==> src/rtl/alu_share_arbiter.sv <==
// alu_share_arbiter: round-robin arbiter that time-shares one external
// combinational ALU (behind a 2:1 operand/cntrl mux bank) between two
// requesters. The mux select is held for WAIT_CYCLES so the mux and ALU
// paths settle. The result and flags are then registered and returned on a
// single response channel.
//
// Handshake: a response transfers on a rising edge where rsp_valid && rsp_ready.
// Once rsp_valid is high, rsp_id/rsp_result/rsp_flags hold stable until that
// transfer. rsp_valid never drops without a transfer, except on reset.
// Requesters hold reqN_valid and their operands until the reqN_ack pulse.
module alu_share_arbiter #(
  parameter int WIDTH       = 64,
  parameter int WAIT_CYCLES = 2    // legal range 1..15
) (
  input  logic             clk,
  input  logic             reset,
  input  logic             req0_valid,
  input  logic             req1_valid,
  output logic             req0_ack,
  output logic             req1_ack,
  output logic             alu_sel,
  output logic             busy,
  input  logic [WIDTH-1:0] alu_result,
  input  logic [3:0]       alu_flags,
  output logic             rsp_valid,
  input  logic             rsp_ready,
  output logic             rsp_id,
  output logic [WIDTH-1:0] rsp_result,
  output logic [3:0]       rsp_flags,
  output logic [1:0]       dbg_state
);

  typedef enum logic [1:0] {
    IDLE   = 2'd0,
    SETTLE = 2'd1,
    HOLD   = 2'd2
  } state_t;

  localparam logic [3:0] CNT_INIT = 4'(WAIT_CYCLES - 1);

  state_t           r_state;
  logic [3:0]       r_cnt;
  logic             r_last_grant;
  logic             r_alu_sel;
  logic             r_busy;
  logic             r_req0_ack;
  logic             r_req1_ack;
  logic             r_rsp_valid;
  logic             r_rsp_id;
  logic [WIDTH-1:0] r_rsp_result;
  logic [3:0]       r_rsp_flags;

  logic             w_any_valid;
  logic             w_grant;

  // Round-robin pick: a lone requester wins outright, a tie goes to the
  // requester that was not served last.
  always_comb begin
    w_any_valid = req0_valid | req1_valid;
    w_grant     = 1'b0;
    if (req0_valid && req1_valid) begin
      w_grant = ~r_last_grant;
    end else begin
      w_grant = req1_valid;
    end
  end

  // Arbitration FSM with registered outputs; ack pulses self-clear each cycle.
  always_ff @(posedge clk or posedge reset) begin
    if (reset) begin
      r_state      <= IDLE;
      r_cnt        <= 4'd0;
      r_last_grant <= 1'b1;
      r_alu_sel    <= 1'b0;
      r_busy       <= 1'b0;
      r_req0_ack   <= 1'b0;
      r_req1_ack   <= 1'b0;
      r_rsp_valid  <= 1'b0;
      r_rsp_id     <= 1'b0;
      r_rsp_result <= '0;
      r_rsp_flags  <= 4'd0;
    end else begin
      r_req0_ack <= 1'b0;
      r_req1_ack <= 1'b0;
      case (r_state)
        IDLE: begin
          if (w_any_valid) begin
            r_alu_sel <= w_grant;
            r_cnt     <= CNT_INIT;
            r_busy    <= 1'b1;
            r_state   <= SETTLE;
          end
        end
        SETTLE: begin
          // alu_sel is deliberately untouched here so the mux path stays put.
          if (r_cnt != 4'd0) begin
            r_cnt <= r_cnt - 4'd1;
          end else begin
            r_rsp_result <= alu_result;
            r_rsp_flags  <= alu_flags;
            r_rsp_id     <= r_alu_sel;
            r_rsp_valid  <= 1'b1;
            r_req0_ack   <= ~r_alu_sel;
            r_req1_ack   <= r_alu_sel;
            r_last_grant <= r_alu_sel;
            r_state      <= HOLD;
          end
        end
        HOLD: begin
          // No arbitration here; a waiting requester is picked up in IDLE.
          if (r_rsp_valid && rsp_ready) begin
            r_rsp_valid <= 1'b0;
            r_busy      <= 1'b0;
            r_state     <= IDLE;
          end
        end
        default: begin
          r_busy  <= 1'b0;
          r_state <= IDLE;
        end
      endcase
    end
  end

  assign req0_ack   = r_req0_ack;
  assign req1_ack   = r_req1_ack;
  assign alu_sel    = r_alu_sel;
  assign busy       = r_busy;
  assign rsp_valid  = r_rsp_valid;
  assign rsp_id     = r_rsp_id;
  assign rsp_result = r_rsp_result;
  assign rsp_flags  = r_rsp_flags;
  assign dbg_state  = r_state;

endmodule
==> config.mk <==
export PLATFORM = sky130hd
export DESIGN_NAME = alu_share_arbiter
export DESIGN_NICKNAME = d
export VERILOG_FILES = /design/src/rtl/alu_share_arbiter.sv
export SDC_FILE = /design/constraint.sdc
export NUM_CORES = 1
export LEC_CHECK = 0
export CAP_MARGIN = 20
export CORE_UTILIZATION = 45
export CTS_CLUSTER_DIAMETER = 80
export CTS_CLUSTER_SIZE = 25
export DETAILED_ROUTE_END_ITERATION = 10
export GPL_TIMING_DRIVEN = 0
export PLACE_DENSITY_LB_ADDON = 0.15
export SETUP_SLACK_MARGIN = 0.05
export SLEW_MARGIN = 20
export SYNTH_ARGS = -nofsm -noshare
export SYNTH_HDL_FRONTEND = slang
export SYNTH_SLANG_ARGS = --single-unit
==> constraint.sdc <==
create_clock -name clk -period 7.6 [get_ports clk]
set_input_delay 1.9 -clock clk [delete_from_list [all_inputs] [get_ports clk]]
set_output_delay 1.9 -clock clk [all_outputs]
set_load 0.005 [all_outputs]
**Word level (Yosys, flattened, before mapping)**

Cells that the tools add are included.

- Input port bits: 73
- Word-level logic and storage cells: 52
- Flip-flop bits (word level): 81

- Multiplexer cells: 17
- Equality and inequality tests: 6
- Bitwise logic cells: 5
- Reduce and logical (&&, ||, !) cells: 12
- Add/sub/neg operators: 1

Operators with widths:

| operator | count |
|---|---|
| $reduce_and 3->1 | 4 |
| $mux 1 | 8 |
| $mux 4 | 2 |
| $ne 2x2->1 const B | 4 |
| $pmux 4 s2 | 1 |
| $mux 2 | 3 |
| $pmux 2 s3 | 1 |
| $not 1->1 | 4 |
| $reduce_and 2->1 | 2 |
| $reduce_bool 2->1 | 2 |
| $reduce_bool 4->1 | 1 |
| $sub 4x1->4 const B | 1 |
| $pmux 1 s3 | 1 |
| $eq 2x1->1 const B | 1 |
| $eq 2x2->1 const B | 1 |
| $logic_and 1x1->1 | 2 |
| $logic_not 2->1 | 1 |
| $pmux 1 s2 | 1 |
| $or 1x1->1 | 1 |

**Logic depth before layout (Yosys ltp)**

- Depth after elaboration: 3
- Depth in mapped cells: 8
- Depth with buffers taken out: 5

**Worst setup path before layout**

No wires, ideal clock.

- Path kind: input port to flip-flop
- From: in req1_valid
- To: reg r_cnt[1]
- Path slack: 4.950 ns
- Arrival time: 2.563 ns
- Library setup time: 0.087 ns
- Stages on the path: 3
- Data required time: 7.513 ns
- Buffers on the path: 0
- Cell sequence: or2_2 > a221o_1 > o211ai_1

- Cells in the longest elaborated chain, start to end: 3

Ends and longest elaborated chain:

| what | line | RTL |
|---|---|---|
| start: declaration | 18 | `input logic req1_valid,` |
| $or 1x1->1 | 59 | `w_any_valid = req0_valid \| req1_valid;` |
| $ne 2x2->1 (no line) | n/a |  |
| $reduce_and 3->1 (no line) | n/a |  |
| end signal: assignment | 97 | `r_cnt <= r_cnt - 4'd1;` |
| end: declaration | 42 | `logic [3:0] r_cnt;` |

Every way passes these cells.
A chain may end at the register's enable or synchronous reset.

**Worst setup path in the final report**

- From: reg r_alu_sel, in the netlist alu_sel
- To: out alu_sel

RTL lines:

| what | line | RTL |
|---|---|---|
| start: declaration | 44 | `logic r_alu_sel;` |
| start signal: assignment | 88 | `r_alu_sel <= w_grant;` |
| end: declaration | 21 | `output logic alu_sel,` |

No word-level cell between the ends.

==> metrics.md <==
| Metric | Value |
|---|---|
| Hold WS | `0.499 ns` |
| Main area contributors after synthesis | `dfrtp_1, mux2_4, mux2_2` |
| IO buf count | `148` |
| Syn nets | `285` |
| Total congestion overflow | `0` |
| DR iter-0 viols | `62` |
| Mapped Area | `3430 um^2` |
| Max Clk Rate | `317 MHz` |
| Worst slack, placed | `4.41 ns` |
| # rows | `31` |
| Unique masters post-synth | `32` |
| Worst-path clk slew | `0.07 ns` |
| Core area | `7290 um^2` |
| Fraction of layout cells with a size suffix above 1 | `0.253` |
| Sequential power share | `0.353` |
| Sequential cell area | `2030 um^2` |
| Critical-path cell list | `clkdlybuf4s50_1` |
| Placed cell area | `5060 um^2` |
| Synth cell count leaders | `dfrtp_1, mux2_4, mux2_2, inv_1, nand2_1` |
| P_leak | `2.40 nW` |
| DPL Wire Length | `5.55 mm` |
| Tmin final | `3.15 ns` |
| Layout area overhead | `52.7%` |
| Vias per cell | `4.87` |
| Setup crit end kind | `primary output` |
| Clock Tree Buf Depth | `2` |
| Setup TNS | `0 ns` |
| Post-CTS setup buffers | `0` |
| Worst Path Buf+Inv | `1` |
| Nets | `445` |
| Setup WS post-layout | `4.45 ns` |
| Cell taking the most area after synthesis | `dfrtp_1` |
| FILL cells | `526` |
| Final Hold Viols | `0` |
| Area taken by multi-input logic gates | `1230 um^2` |
| Status | `complete, no violations` |
| Clk_lat worst skew | `0.34 ns` |
| Post_cts resized | `0` |
| Req. time, crit path | `5.70 ns` |
| Clk sinks | `81` |
| # setup viols final | `0` |
| Clock share of power | `0.133` |
| Die Span Y | `89.3 um` |
| Root Driver | `clkbuf_8` |
| Horiz. Die Dim | `89.3 um` |
| Number of global-route vias before repair | `2277` |
| Post-synth EDFFs | `0` |
| CP delay by family, top | `buffers and inverters` |
| Fraction of registers with async set/reset | `1.00` |
| Syn_area_per_cell | `16.3 um^2` |
| Crit Path Class | `flip-flop to primary output` |
| Tot GR Track Use | `0.198` |
| Top FF cell, synth | `dfrtp_1` |
| Post-CTS Hold Fix Bufs | `0` |
| Int Pwr | `1.58 mW` |
| Final Cycle Share | `0.415` |
| VDD IR max | `0.000215 V` |
| Starting Density | `0.470` |
| #FFs+latches synth | `81` |
| First-pass detailed-route iteration total | `4` |
| Count leader, synth | `dfrtp_1` |
| Startpoint types | `flip-flop` |
| Combinational share of power | `0.514` |
| Net Sw Frac | `0.277` |
| Avg WL per Cell | `16.1 um` |
| Total vias in the final route | `2292` |
| CP max stage delay | `0.52 ns` |
| CTS tree | `done` |
| Worst rel slew slack | `0.678` |
| Switch Pwr | `0.605 mW` |
| RSZ-0062 raised after global routing | `no` |
| Hold crit path type | `flip-flop to flip-flop` |
| I/O pin cnt | `149` |
| Worst Path Arrival | `1.25 ns` |
| GP Congestion | `0.825` |
| Fin cells | `471` |
| Syn Inst Count | `210` |
| Least-Margin Pin Slew | `0.483 ns` |
| Yosys top cell area share | `0.584` |
| Synth warn | `0` |
| Global-route wire length before repair | `11.7 mm` |
| H-tree depth | `3` |
| Pwr/cell area | `417 nW/um^2` |
| Clock buffer count from CTS | `9` |
| Antenna cell count | `0` |
| Crit Path Max Fanout | `4` |
| Detail Route Antenna Nets | `0` |
| Max-slew violations | `0` |
| Slowest CP cell | `clkdlybuf4s50_1` |
| Largest net degree at the start of global routing | `46` |
| Sequential-to-total area share from yosys stat | `0.592` |
| Die footprint | `7970 um^2` |
| Initial antenna violation count | `0` |
| Max Cap Violations | `0` |
| Inst Count DP | `458` |
| Routed WL | `7.60 mm` |
| Design area | `5240 um^2` |
| Residual DRC | `0` |
| Final worst clock skew | `0.0127 ns` |
[flip-flops by register name (all words and copies together), names as in the netlist]
register and flops:
alu_sel 1, busy 1, dbg_state 2, r_cnt 4, r_last_grant 1, req0_ack 1, req1_ack 1, rsp_flags 4
rsp_id 1, rsp_result 64, rsp_valid 1
[through the flow]
step	util	power, mW
final	0.718	2.18
after global routing	0.718	2.32
after CTS	0.718	2.20
after detailed placement	0.694	1.90
after global placement	0.690	1.88
after floorplan	-	1.36
[placed cells by master (no fill, tap or decap), types with 2 or more instances in the layout]
cell type	n
mux2_2	14
o21ai_0	6
mux2_4	54
inv_1	6
buf_12	5
nand2_1	7
nor2b_1	2
nand2b_1	2
buf_2	2
clkinvlp_4	2
clkbuf_8	9
ha_1	2
nor2_1	4
o31ai_1	2
clkdlybuf4s50_1	148
nand3_1	3
dfrtp_1	80
clkbuf_1	3
a31oi_1	2
[power by group through the flow]
stage	sequential [mW]	combinational [mW]	clock (mW)
global route	0.798	1.21	0.313
detailed placement	0.777	1.12	0
floorplan	0.786	0.570	0
CTS	0.771	1.13	0.299
global placement	0.764	1.11	0
finish	0.771	1.12	0.289
[worst paths after layout]
check	cells after the start	from	slack [ns]	end
max	1	alu_sel	4.45	alu_sel
min	1	alu_sel	0.50	req0_ack
max reg2reg	8	r_cnt[0]	5.41	rsp_result[7]
min reg2reg	1	alu_sel	0.50	req0_ack
max in group asynchronous	3	reset	5.07	rsp_result[50]
min in group asynchronous	2	reset	1.95	rsp_result[4]
[layout make-up]
cell class,instances,area share
clock buffers,10,0.0244
flip-flops and latches,81,0.387
clock inverters,3,0.00860
inverters,7,0.00550
multi-input cells,111,0.235
plain buffers,11,0.0275
well taps,99,0.0237
repair buffers,149,0.288
[cells by family (layout without fill, tap and decap cells)]
group                    after synthesis  in the layout  share of synthesized area
flip-flops                            81             81                      0.592
multiplexers                          68             68                      0.282
AND/OR/NAND/NOR                       24             24                     0.0365
buffers and inverters                 18            180                     0.0496
AO/OA/AOI/OAI                         17             17                     0.0325
adder cells (fa/ha/maj)                2              2                    0.00730
[per-layer routing]
layer  global-route usage  wire, um
met5                    0         0
met4                0.101       161
met3               0.0452       505
met2                0.301      3550
met1                0.266      3390
No activity file was read; power rests on OpenSTA's default activity.
